==> src/rtl/rv_decode_pkg.sv <==
// Shared RV32I decode types: opcode constants, ALU operation and immediate format enums.
package rv_decode_pkg;

  localparam logic [6:0] OPC_LUI     = 7'b0110111;
  localparam logic [6:0] OPC_AUIPC   = 7'b0010111;
  localparam logic [6:0] OPC_JAL     = 7'b1101111;
  localparam logic [6:0] OPC_JALR    = 7'b1100111;
  localparam logic [6:0] OPC_BRANCH  = 7'b1100011;
  localparam logic [6:0] OPC_LOAD    = 7'b0000011;
  localparam logic [6:0] OPC_STORE   = 7'b0100011;
  localparam logic [6:0] OPC_OPIMM   = 7'b0010011;
  localparam logic [6:0] OPC_OP      = 7'b0110011;
  localparam logic [6:0] OPC_MISCMEM = 7'b0001111;

  typedef enum logic [3:0] {
    ALU_ADD   = 4'd0,
    ALU_SUB   = 4'd1,
    ALU_SLL   = 4'd2,
    ALU_SLT   = 4'd3,
    ALU_SLTU  = 4'd4,
    ALU_XOR   = 4'd5,
    ALU_SRL   = 4'd6,
    ALU_SRA   = 4'd7,
    ALU_OR    = 4'd8,
    ALU_AND   = 4'd9,
    ALU_PASSB = 4'd10
  } alu_op_t;

  // IMM_NONE yields a zero immediate for formats that carry none.
  typedef enum logic [2:0] {
    IMM_NONE = 3'd0,
    IMM_I    = 3'd1,
    IMM_S    = 3'd2,
    IMM_B    = 3'd3,
    IMM_U    = 3'd4,
    IMM_J    = 3'd5
  } imm_fmt_t;

  // i_alt is funct7[5]; it selects SUB only for register-register ops.
  function automatic alu_op_t alu_from_funct3(input logic [2:0] i_f3,
                                              input logic       i_alt,
                                              input logic       i_is_reg);
    alu_op_t r_op;
    case (i_f3)
      3'b000:  r_op = (i_alt && i_is_reg) ? ALU_SUB : ALU_ADD;
      3'b001:  r_op = ALU_SLL;
      3'b010:  r_op = ALU_SLT;
      3'b011:  r_op = ALU_SLTU;
      3'b100:  r_op = ALU_XOR;
      3'b101:  r_op = i_alt ? ALU_SRA : ALU_SRL;
      3'b110:  r_op = ALU_OR;
      default: r_op = ALU_AND;
    endcase
    return r_op;
  endfunction

endpackage

==> src/rtl/decode_stage_imm_gen.sv <==
// Combinational RV32I immediate generator; every format sign-extends from instr[31].
module imm_gen
  import rv_decode_pkg::*;
(
  input  logic [31:7] i_instr,
  input  logic [2:0]  i_fmt,
  output logic [31:0] o_imm
);

  imm_fmt_t w_fmt;

  assign w_fmt = imm_fmt_t'(i_fmt);

  always_comb begin
    o_imm = '0;
    case (w_fmt)
      IMM_I: o_imm = {{20{i_instr[31]}}, i_instr[31:20]};
      IMM_S: o_imm = {{20{i_instr[31]}}, i_instr[31:25], i_instr[11:7]};
      IMM_B: o_imm = {{19{i_instr[31]}}, i_instr[31], i_instr[7],
                      i_instr[30:25], i_instr[11:8], 1'b0};
      IMM_U: o_imm = {i_instr[31:12], 12'b0};
      IMM_J: o_imm = {{11{i_instr[31]}}, i_instr[31], i_instr[19:12],
                      i_instr[20], i_instr[30:21], 1'b0};
      default: o_imm = '0;
    endcase
  end

endmodule

==> src/rtl/decode_stage.sv <==
// RV32I decode stage: register-file selects, control decode, load-use stall and ID/EX register.
module decode_stage
  import rv_decode_pkg::*;
#(
  parameter int XLEN = 32
) (
  input  logic            clk,
  input  logic            rst,
  input  logic            if_valid,
  output logic            if_ready,
  input  logic [31:0]     if_instr,
  input  logic [XLEN-1:0] if_pc,
  input  logic            flush,
  output logic [4:0]      read1RegSel,
  output logic [4:0]      read2RegSel,
  input  logic [XLEN-1:0] read1Data,
  input  logic [XLEN-1:0] read2Data,
  input  logic            ex_ready,
  output logic            ex_valid,
  output logic [XLEN-1:0] ex_pc,
  output logic [XLEN-1:0] ex_rs1_data,
  output logic [XLEN-1:0] ex_rs2_data,
  output logic [XLEN-1:0] ex_imm,
  output logic [4:0]      ex_rs1,
  output logic [4:0]      ex_rs2,
  output logic [4:0]      ex_rd,
  output logic [3:0]      ex_alu_op,
  output logic [2:0]      ex_funct3,
  output logic            ex_alu_src_imm,
  output logic            ex_alu_src_pc,
  output logic            ex_reg_write,
  output logic            ex_is_load,
  output logic            ex_is_store,
  output logic            ex_is_branch,
  output logic            ex_is_jump,
  output logic            ex_illegal
);

  logic [6:0]  w_opc;
  logic [2:0]  w_f3;
  logic        w_f7b5;
  imm_fmt_t    w_fmt;
  alu_op_t     w_alu_op;
  logic        w_src_imm;
  logic        w_src_pc;
  logic        w_has_rd;
  logic        w_load;
  logic        w_store;
  logic        w_branch;
  logic        w_jump;
  logic        w_illegal;
  logic        w_use_rs1;
  logic        w_use_rs2;
  logic [4:0]  w_rs1;
  logic [4:0]  w_rs2;
  logic [4:0]  w_rd;
  logic        w_reg_write;
  logic [31:0] w_imm;
  logic        w_hazard;
  logic        w_adv;
  logic        w_accept;

  logic            r_valid;
  logic [XLEN-1:0] r_pc;
  logic [XLEN-1:0] r_rs1_data;
  logic [XLEN-1:0] r_rs2_data;
  logic [XLEN-1:0] r_imm;
  logic [4:0]      r_rs1;
  logic [4:0]      r_rs2;
  logic [4:0]      r_rd;
  alu_op_t         r_alu_op;
  logic [2:0]      r_funct3;
  logic            r_src_imm;
  logic            r_src_pc;
  logic            r_reg_write;
  logic            r_load;
  logic            r_store;
  logic            r_branch;
  logic            r_jump;
  logic            r_illegal;

  assign w_opc  = if_instr[6:0];
  assign w_f3   = if_instr[14:12];
  assign w_f7b5 = if_instr[30];

  always_comb begin
    w_fmt     = IMM_NONE;
    w_alu_op  = ALU_ADD;
    w_src_imm = 1'b0;
    w_src_pc  = 1'b0;
    w_has_rd  = 1'b0;
    w_load    = 1'b0;
    w_store   = 1'b0;
    w_branch  = 1'b0;
    w_jump    = 1'b0;
    w_illegal = 1'b0;
    w_use_rs1 = 1'b0;
    w_use_rs2 = 1'b0;
    case (w_opc)
      OPC_LUI: begin
        w_fmt     = IMM_U;
        w_alu_op  = ALU_PASSB;
        w_src_imm = 1'b1;
        w_has_rd  = 1'b1;
      end
      OPC_AUIPC: begin
        w_fmt     = IMM_U;
        w_src_imm = 1'b1;
        w_src_pc  = 1'b1;
        w_has_rd  = 1'b1;
      end
      // Jump targets are pc+imm (JAL) or rs1+imm (JALR); rd gets the link.
      OPC_JAL: begin
        w_fmt     = IMM_J;
        w_src_imm = 1'b1;
        w_src_pc  = 1'b1;
        w_jump    = 1'b1;
        w_has_rd  = 1'b1;
      end
      OPC_JALR: begin
        w_fmt     = IMM_I;
        w_src_imm = 1'b1;
        w_jump    = 1'b1;
        w_has_rd  = 1'b1;
        w_use_rs1 = 1'b1;
      end
      OPC_BRANCH: begin
        w_fmt     = IMM_B;
        w_branch  = 1'b1;
        w_use_rs1 = 1'b1;
        w_use_rs2 = 1'b1;
      end
      OPC_LOAD: begin
        w_fmt     = IMM_I;
        w_src_imm = 1'b1;
        w_load    = 1'b1;
        w_has_rd  = 1'b1;
        w_use_rs1 = 1'b1;
      end
      OPC_STORE: begin
        w_fmt     = IMM_S;
        w_src_imm = 1'b1;
        w_store   = 1'b1;
        w_use_rs1 = 1'b1;
        w_use_rs2 = 1'b1;
      end
      OPC_OPIMM: begin
        w_fmt     = IMM_I;
        w_alu_op  = alu_from_funct3(w_f3, w_f7b5, 1'b0);
        w_src_imm = 1'b1;
        w_has_rd  = 1'b1;
        w_use_rs1 = 1'b1;
      end
      OPC_OP: begin
        w_alu_op  = alu_from_funct3(w_f3, w_f7b5, 1'b1);
        w_has_rd  = 1'b1;
        w_use_rs1 = 1'b1;
        w_use_rs2 = 1'b1;
      end
      OPC_MISCMEM: begin
      end
      default: w_illegal = 1'b1;
    endcase
  end

  assign w_rs1       = w_use_rs1 ? if_instr[19:15] : 5'd0;
  assign w_rs2       = w_use_rs2 ? if_instr[24:20] : 5'd0;
  assign w_rd        = w_has_rd  ? if_instr[11:7]  : 5'd0;
  assign w_reg_write = w_has_rd && (w_rd != 5'd0);

  assign read1RegSel = w_rs1;
  assign read2RegSel = w_rs2;

  imm_gen u_imm_gen (
    .i_instr (if_instr[31:7]),
    .i_fmt   (w_fmt),
    .o_imm   (w_imm)
  );

  // Unused sources are zero, so a nonzero load rd can never match them.
  assign w_hazard = r_valid && r_load && (r_rd != 5'd0) && if_valid &&
                    ((r_rd == w_rs1) || (r_rd == w_rs2));
  assign w_adv    = !r_valid || ex_ready;
  assign if_ready = w_adv && !w_hazard && !flush && !rst;
  assign w_accept = if_valid && if_ready;

  always_ff @(posedge clk) begin
    if (rst) begin
      r_valid     <= 1'b0;
      r_pc        <= '0;
      r_rs1_data  <= '0;
      r_rs2_data  <= '0;
      r_imm       <= '0;
      r_rs1       <= '0;
      r_rs2       <= '0;
      r_rd        <= '0;
      r_alu_op    <= ALU_ADD;
      r_funct3    <= '0;
      r_src_imm   <= 1'b0;
      r_src_pc    <= 1'b0;
      r_reg_write <= 1'b0;
      r_load      <= 1'b0;
      r_store     <= 1'b0;
      r_branch    <= 1'b0;
      r_jump      <= 1'b0;
      r_illegal   <= 1'b0;
    end else if (flush) begin
      r_valid <= 1'b0;
    end else if (w_accept) begin
      r_valid     <= 1'b1;
      r_pc        <= if_pc;
      r_rs1_data  <= read1Data;
      r_rs2_data  <= read2Data;
      r_imm       <= w_imm;
      r_rs1       <= w_rs1;
      r_rs2       <= w_rs2;
      r_rd        <= w_rd;
      r_alu_op    <= w_alu_op;
      r_funct3    <= w_f3;
      r_src_imm   <= w_src_imm;
      r_src_pc    <= w_src_pc;
      r_reg_write <= w_reg_write;
      r_load      <= w_load;
      r_store     <= w_store;
      r_branch    <= w_branch;
      r_jump      <= w_jump;
      r_illegal   <= w_illegal;
    end else if (w_adv) begin
      r_valid <= 1'b0;
    end
  end

  assign ex_valid       = r_valid;
  assign ex_pc          = r_pc;
  assign ex_rs1_data    = r_rs1_data;
  assign ex_rs2_data    = r_rs2_data;
  assign ex_imm         = r_imm;
  assign ex_rs1         = r_rs1;
  assign ex_rs2         = r_rs2;
  assign ex_rd          = r_rd;
  assign ex_alu_op      = r_alu_op;
  assign ex_funct3      = r_funct3;
  assign ex_alu_src_imm = r_src_imm;
  assign ex_alu_src_pc  = r_src_pc;
  assign ex_reg_write   = r_reg_write;
  assign ex_is_load     = r_load;
  assign ex_is_store    = r_store;
  assign ex_is_branch   = r_branch;
  assign ex_is_jump     = r_jump;
  assign ex_illegal     = r_illegal;

endmodule
==> config.mk <==
export PLATFORM = sky130hd
export DESIGN_NAME = decode_stage
export DESIGN_NICKNAME = d
export VERILOG_FILES = /design/src/rtl/rv_decode_pkg.sv /design/src/rtl/decode_stage_imm_gen.sv /design/src/rtl/decode_stage.sv
export SDC_FILE = /design/constraint.sdc
export NUM_CORES = 1
export LEC_CHECK = 0
export ABC_CLOCK_PERIOD_IN_PS = 3820
export BUFFER_PORTS_ARGS = -buffer_cell sky130_fd_sc_hd__buf_4
export CAP_MARGIN = 30
export CORE_ASPECT_RATIO = 0.7
export CORE_MARGIN = 2
export CORE_UTILIZATION = 52
export DETAILED_ROUTE_END_ITERATION = 8
export PLACE_DENSITY = 0.85
export SETUP_SLACK_MARGIN = 0.1
export SLEW_MARGIN = 20
export SYNTH_ARGS = -nofsm -noshare
export SYNTH_HDL_FRONTEND = slang
export SYNTH_SLANG_ARGS = --single-unit
==> constraint.sdc <==
create_clock -name clk -period 3.82 [get_ports clk]
set_clock_uncertainty 0.2 [all_clocks]
set_input_delay 0.573 -clock clk [delete_from_list [all_inputs] [get_ports clk]]
set_output_delay 0.573 -clock clk [all_outputs]
set_load 0.1 [all_outputs]
# Word level (Yosys, flattened, before mapping)
# Cells that the tools add are included.
[op_classes]
add_sub_neg = 0
mul = 0
div = 0
order_cmp = 0
eq_ne = 23
n_shift = 0
muxes = 22
n_bitwise = 1
n_reduce_logical = 30
[ops]
columns = ["cell", "count"]
rows = [
  ["$pmux 32 s5", 1],
  ["$pmux 4 s7", 2],
  ["$eq 7x6->1 const B", 3],
  ["$eq 7x7->1 const B", 3],
  ["$eq 3x3->1 const B", 5],
  ["$mux 5", 3],
  ["$pmux 3 s5", 1],
  ["$eq 7x5->1 const B", 2],
  ["$mux 1", 14],
  ["$reduce_or 7->1", 2],
  ["$eq 3x2->1 const B", 4],
  ["$pmux 4 s3", 1],
  ["$eq 5x5->1", 2],
  ["$reduce_bool 5->1", 2],
  ["$reduce_or 10->1", 1],
  ["$logic_and 1x1->1", 9],
  ["$reduce_or 2->1", 4],
  ["$eq 7x2->1 const B", 1],
  ["$eq 7x4->1 const B", 1],
  ["$eq 3x1->1 const B", 2],
  ["$reduce_or 3->1", 2],
  ["$reduce_or 6->1", 1],
  ["$logic_not 1->1", 4],
  ["$logic_not 3->1", 1],
  ["4 further kinds", 5],
]
[word_totals]
regBits = 159
latchBits = 0
mem_bits_rw = 0
romBits = 0
input_bits = 133
output_inout_bits = 170
word_cells = 94
memories = 0

# Depth between registers and ports, before layout
[depth]
word_depth = 13
mapped_depth = 9
depth_no_buf = 6

# Hierarchy
# A second synthesis with hierarchy kept.
[unflattened]
hier_cells = 708
area_unflattened_um2 = 7791.2
[modules_own_cells]
columns = ["module", "instances", "cells_each", "area_per_inst_um2", "seq_area_each_um2"]
rows = [
  ["decode_stage", 1, 642, 7400.8, 3183.1],
  ["imm_gen", 1, 66, 390.4, 0.0],
]

# Worst setup path before layout
# OpenSTA, ideal clock, no wires.
[synth_path]
path_kind = "input to output"
from = "input if_instr[2]"
to = "output if_ready"
t_arrival_ns = 2.898
required_ns = 3.047
slack_ns = 0.149
stages = 6
path_buffers = 1
cell_sequence = "clkbuf_1 -> nor2_1 -> o21a_1 -> and2_1 -> o2111ai_1 -> and4_1"
[synth_via]
elab_chain_len = 11
word_cells_on_any_way = 20
cone_classes = "eq/ne (8); mux (4); reduce/logical (8)"
[synth_lines]
columns = ["item", "line_no", "rtl"]
rows = [
  ["start, declared", "decode_stage.sv:11", "input logic [31:0] if_instr,"],
  ["$eq 7x6->1 (tied with other cells)", "decode_stage.sv:99", "case (w_opc)"],
  ["$reduce_or 6->1 (no source line) (*)", "--", ""],
  ["$mux 1 (*)", "decode_stage.sv:99", ""],
  ["$mux 5 (*)", "decode_stage.sv:166", "assign w_rs1 = w_use_rs1 ? if_instr[19:15] : 5'd0;"],
  ["via read1RegSel[3]", "decode_stage.sv:14", "output logic [4:0] read1RegSel,"],
  ["$eq 5x5->1 (*)", "decode_stage.sv:182", "((r_rd == w_rs1) || (r_rd == w_rs2));"],
  ["$logic_or 1x1->1 (*)", "decode_stage.sv:182", ""],
  ["$logic_and 1x1->1 (*)", "decode_stage.sv:181", "assign w_hazard = r_valid && r_load && (r_rd != 5'd0) && if_valid &&"],
  ["$logic_not 1->1 (*)", "decode_stage.sv:184", "assign if_ready = w_adv && !w_hazard && !flush && !rst;"],
  ["$logic_and 1x1->1 (*) (3 in series)", "decode_stage.sv:184", ""],
  ["end, declared", "decode_stage.sv:10", "output logic if_ready,"],
]
# Mark *: on every way through the listed nets, which the timed path passes. The rest lies on a longest branch.

# Worst setup path in the final report
[layout_path]
from = "input if_instr[4]"
to = "output if_ready"
[layout_via]
elab_chain_len = 11
word_cells_on_any_way = 20
cone_classes = "eq/ne (8); mux (4); reduce/logical (8)"
[layout_lines]
columns = ["item", "line_no"]
rows = [
  ["$eq 7x6->1 (tied with other cells)", "decode_stage.sv:99"],
  ["$reduce_or 6->1 (no source line) or $reduce_or 3->1 (tied branches)", "--"],
  ["$mux 1", "decode_stage.sv:99"],
  ["$mux 5 (on tied branches)", "decode_stage.sv:166, decode_stage.sv:167"],
  ["$eq 5x5->1", "decode_stage.sv:182"],
  ["$logic_or 1x1->1 (*)", "decode_stage.sv:182"],
  ["$logic_and 1x1->1 (*)", "decode_stage.sv:181"],
  ["$logic_not 1->1 (*)", "decode_stage.sv:184"],
  ["$logic_and 1x1->1 (*) (3 in series)", "decode_stage.sv:184"],
]
# Mark *: on every way between the ends. The rest lies on a longest branch, timed or not.

==> impl_results.md <==
- Mapped cell area: around 0.0074 mm2
- DRC violations left: 0
- Pwr per Cell Area: roughly 400 mW/mm2
- Most frequent cells in the layout: buf_4 (305), nand2_1 (285), dfxtp_1 (159)
- R2R depth: 8
- DP Wirelength: around 15,000 um
- Clock transition at the registers of the reported paths: around 0.070 ns
- Crit path buf inv count: 2
- Gr ovfl total: 0
- Leak: around 5.3 nW
- CTS Root Cell: clkbuf_16
- Number of antenna violations at the first check in global routing: 0
- First-pass GRT wire length: between 30,000 and 40,000 um
- Commonest non-fill, non-tap cell in the layout: buf_4
- Area share of the largest cell type after synthesis: between 40 and 50%
- CTS Buffer Depth: 2
- Yosys reg bits: between 150 and 200
- Post-synthesis adder-cell area fraction: 0%
- Synth area leaders: dfxtp_1 (43%), mux2i_1 (18%), nand2_1 (14%), mux2_2 (4.1%), buf_12 (2.7%)
- Crit path largest cell delay: between 0.4 and 0.5 ns
- Actual slew at the worst max-slew pin: about 0.63 ns
- Setup repair bufs after CTS: 0
- CP most frequent cell: buf_4
- Final hold vios: 0
- Layout cells sized above 1: 33.8%
- Mapped Nets: 973
- Worst Path Required: 3.05 ns
- Post-synthesis simple-gate area fraction: between 20% and 30%
- Area delta synth->final: 38.7%
- Hold Buf Count CTS: 0
- CP max FO: 12
- IO buf count: just over 300
- Mux cell area share after synthesis: between 20 and 25%
- Row cnt: 36
- Synth async-reset ratio: 0%
- Slew headroom: 57.9%
- Clock period minus worst slack: 3.26 ns
- Xor-xnor portion of the synthesized cell area: 0.355%
- Mean Syn Cell Area: 8.81 um2
- Sink Count: around 160
- Largest net degree at the start of global routing: 97
- WL/cell: approximately 16 um
- Top delay family on crit path: compound AO/OA/AOI/OAI gates
- R2R setup slack: 1.04 ns
- CP Capture Type: primary output
- Fin util: between 70 and 80%
- Die X: 147 um
- # diodes: 0
- Post-synth top area cell: dfxtp_1
- Drt initial violations: between 400 and 500
- Vias in the first global route: roughly 6,400
- CTS tree: built
- I/O Pins: a little over 300
- Setup violations, final: 0
- Worst Setup Start Kind: input port
- Layout Nets: ~1,200
- Core Area: ~0.014 mm2
- Post-synthesis sequential area ratio: between 40% and 50%
- Routability cong.: roughly 0.9
- Warning count from the yosys run: 0
- Hold crit path type: in -> reg
- Fmax: a little over 300 MHz
- H-tree Lvls: 4
- Crit path DAT: around 2.5 ns
- Netlist cell types: 54
- CP max-delay cell: and3b_1
- Complex-gate fraction of the synthesized area: between 6 and 7%
- Final Cell Area: around 0.010 mm2
- WP depth: 7
- Die span in y: 104 um
- Drt pass-1 iters: 5
- Tcrit/Tclk final: between 80 and 90%
- Final WL: 21,000 um
- Synth Instances: 840
- Resize count post-CTS: 0
- Vias per Instance: just over 5
- Total CTS buffers: 17
- Placement Cell Area: between 0.009 and 0.01 mm2
- Peak VDD IR: about 300 uV
- DIE AREA: ~0.015 mm2
- Max_cap viols: 0
- Unrepaired setup endpoints after global routing: false
- Setup TNS: 0 ns
- Antenna-violating nets left: 0
- DR vias: ~6,700
- Crit path kind: in -> out
- Status: completed
- Starting density of the core: approximately 53%
- CP cell instances: buf_4, and3b_1, o211ai_1, a222oi_1, o2111ai_1, and4_1, buf_4
- Total GRT Usage: 26.9%
- Largest family of logic cells by synthesized area: multiplexers
- Post-synth EDFFs: 0
- Max-slew violation count: 0
- Synth Flop Type: dfxtp_1
- Clock Latency Late Sink: 0.42 ns
- Worst Hold Depth: 3
-- routing by layer --
| metal | vias up | track usage, % | wire, um |
|---|---|---|---|
| met1 | 3060 | 33.5 | 8730 |
| met4 | 0 | 7.98 | 334 |
| li1 | 3324 | - | - |
| met2 | 288 | 42.9 | 9660 |
| met5 | - | 0 | 0 |
| met3 | 30 | 11.1 | 2230 |
-- power breakdown --
part | switching [mW] | internal, mW
clock network | 0.708 | 1.06
registers | 0.0211 | 1.70
logic | 0.492 | 0.220
-- final timing paths --
kind	startpoint	to
worst max-delay path	if_instr[4]	if_ready
worst max register to register	ex_rd[4]$_SDFFE_PP0P_	ex_pc[4]$_SDFFE_PP0P_
worst min-delay path	read2Data[0]	ex_rs2_data[0]$_SDFFE_PP0P_
worst min register to register	ex_pc[22]$_SDFFE_PP0P_	ex_pc[22]$_SDFFE_PP0P_
-- cell usage after synthesis (all sizes together), types with 2 or more instances --
| cell type | number |
|---|---|
| a22o | 2 |
| nand3b | 4 |
| a22oi | 6 |
| inv | 10 |
| clkbuf | 44 |
| nand2b | 2 |
| xnor2 | 2 |
| and4 | 2 |
| dfxtp | 159 |
| a21oi | 26 |
| o22ai | 2 |
| nand3 | 12 |
| and3 | 9 |
| or4 | 2 |
| and2 | 4 |
| a21boi | 3 |
| o2111ai | 3 |
| buf | 20 |
| o211ai | 4 |
| and3b | 2 |
| nor3 | 2 |
| nor2b | 31 |
| mux2i | 133 |
| nand2 | 285 |
| mux2 | 27 |
| o21ai | 10 |
| nor2 | 15 |
-- stage by stage --
step           setup slack, ns  instances  hold WS [ns]  power [mW]
3_5_place_dp             0.563       1279         0.253        2.46
3_3_place_gp             0.607       1279         0.244        2.46
5_1_grt                  0.448       1311         0.188        4.34
4_1_cts                  0.575       1311         0.184        4.22
2_1_floorplan            0.149        840         0.512        2.25
6_report                 0.564       1311         0.198        4.20
-- tightest hold or removal path, delay by kind of cell --
kind / cells / cell delay [ns]
buf+inv: 1 / 0.10
simple gates: 1 / 0.04
mux: 1 / 0.05
-- cell families after synthesis --
logic type             Yosys count
AND/OR/NAND/NOR                376
multiplexers                   160
flip-flops                     159
buffers and inverters           74
XOR/XNOR                         3
AO/OA/AOI/OAI                   68
-- sequential cells by signal (all words and copies together), names as in the netlist, 3 cells and up --
register / flops
ex_rs1_data: 32
ex_rs2_data: 32
ex_rs2: 5
ex_imm: 32
ex_rd: 5
ex_alu_op: 4
ex_funct3: 3
ex_pc: 32
ex_rs1: 5
-- layout make-up --
type / instances / area [um2]
inverter: 10 / 42.5
clock buffer: 18 / 439
multi-input combinational: 607 / 3740
clock inverter: 14 / 176
sequential: 159 / 3180
tap: 190 / 238
fill: 1061 / 3650
timing repair buffer: 313 / 2450
Note: power is estimated with default switching activity, not from simulation.
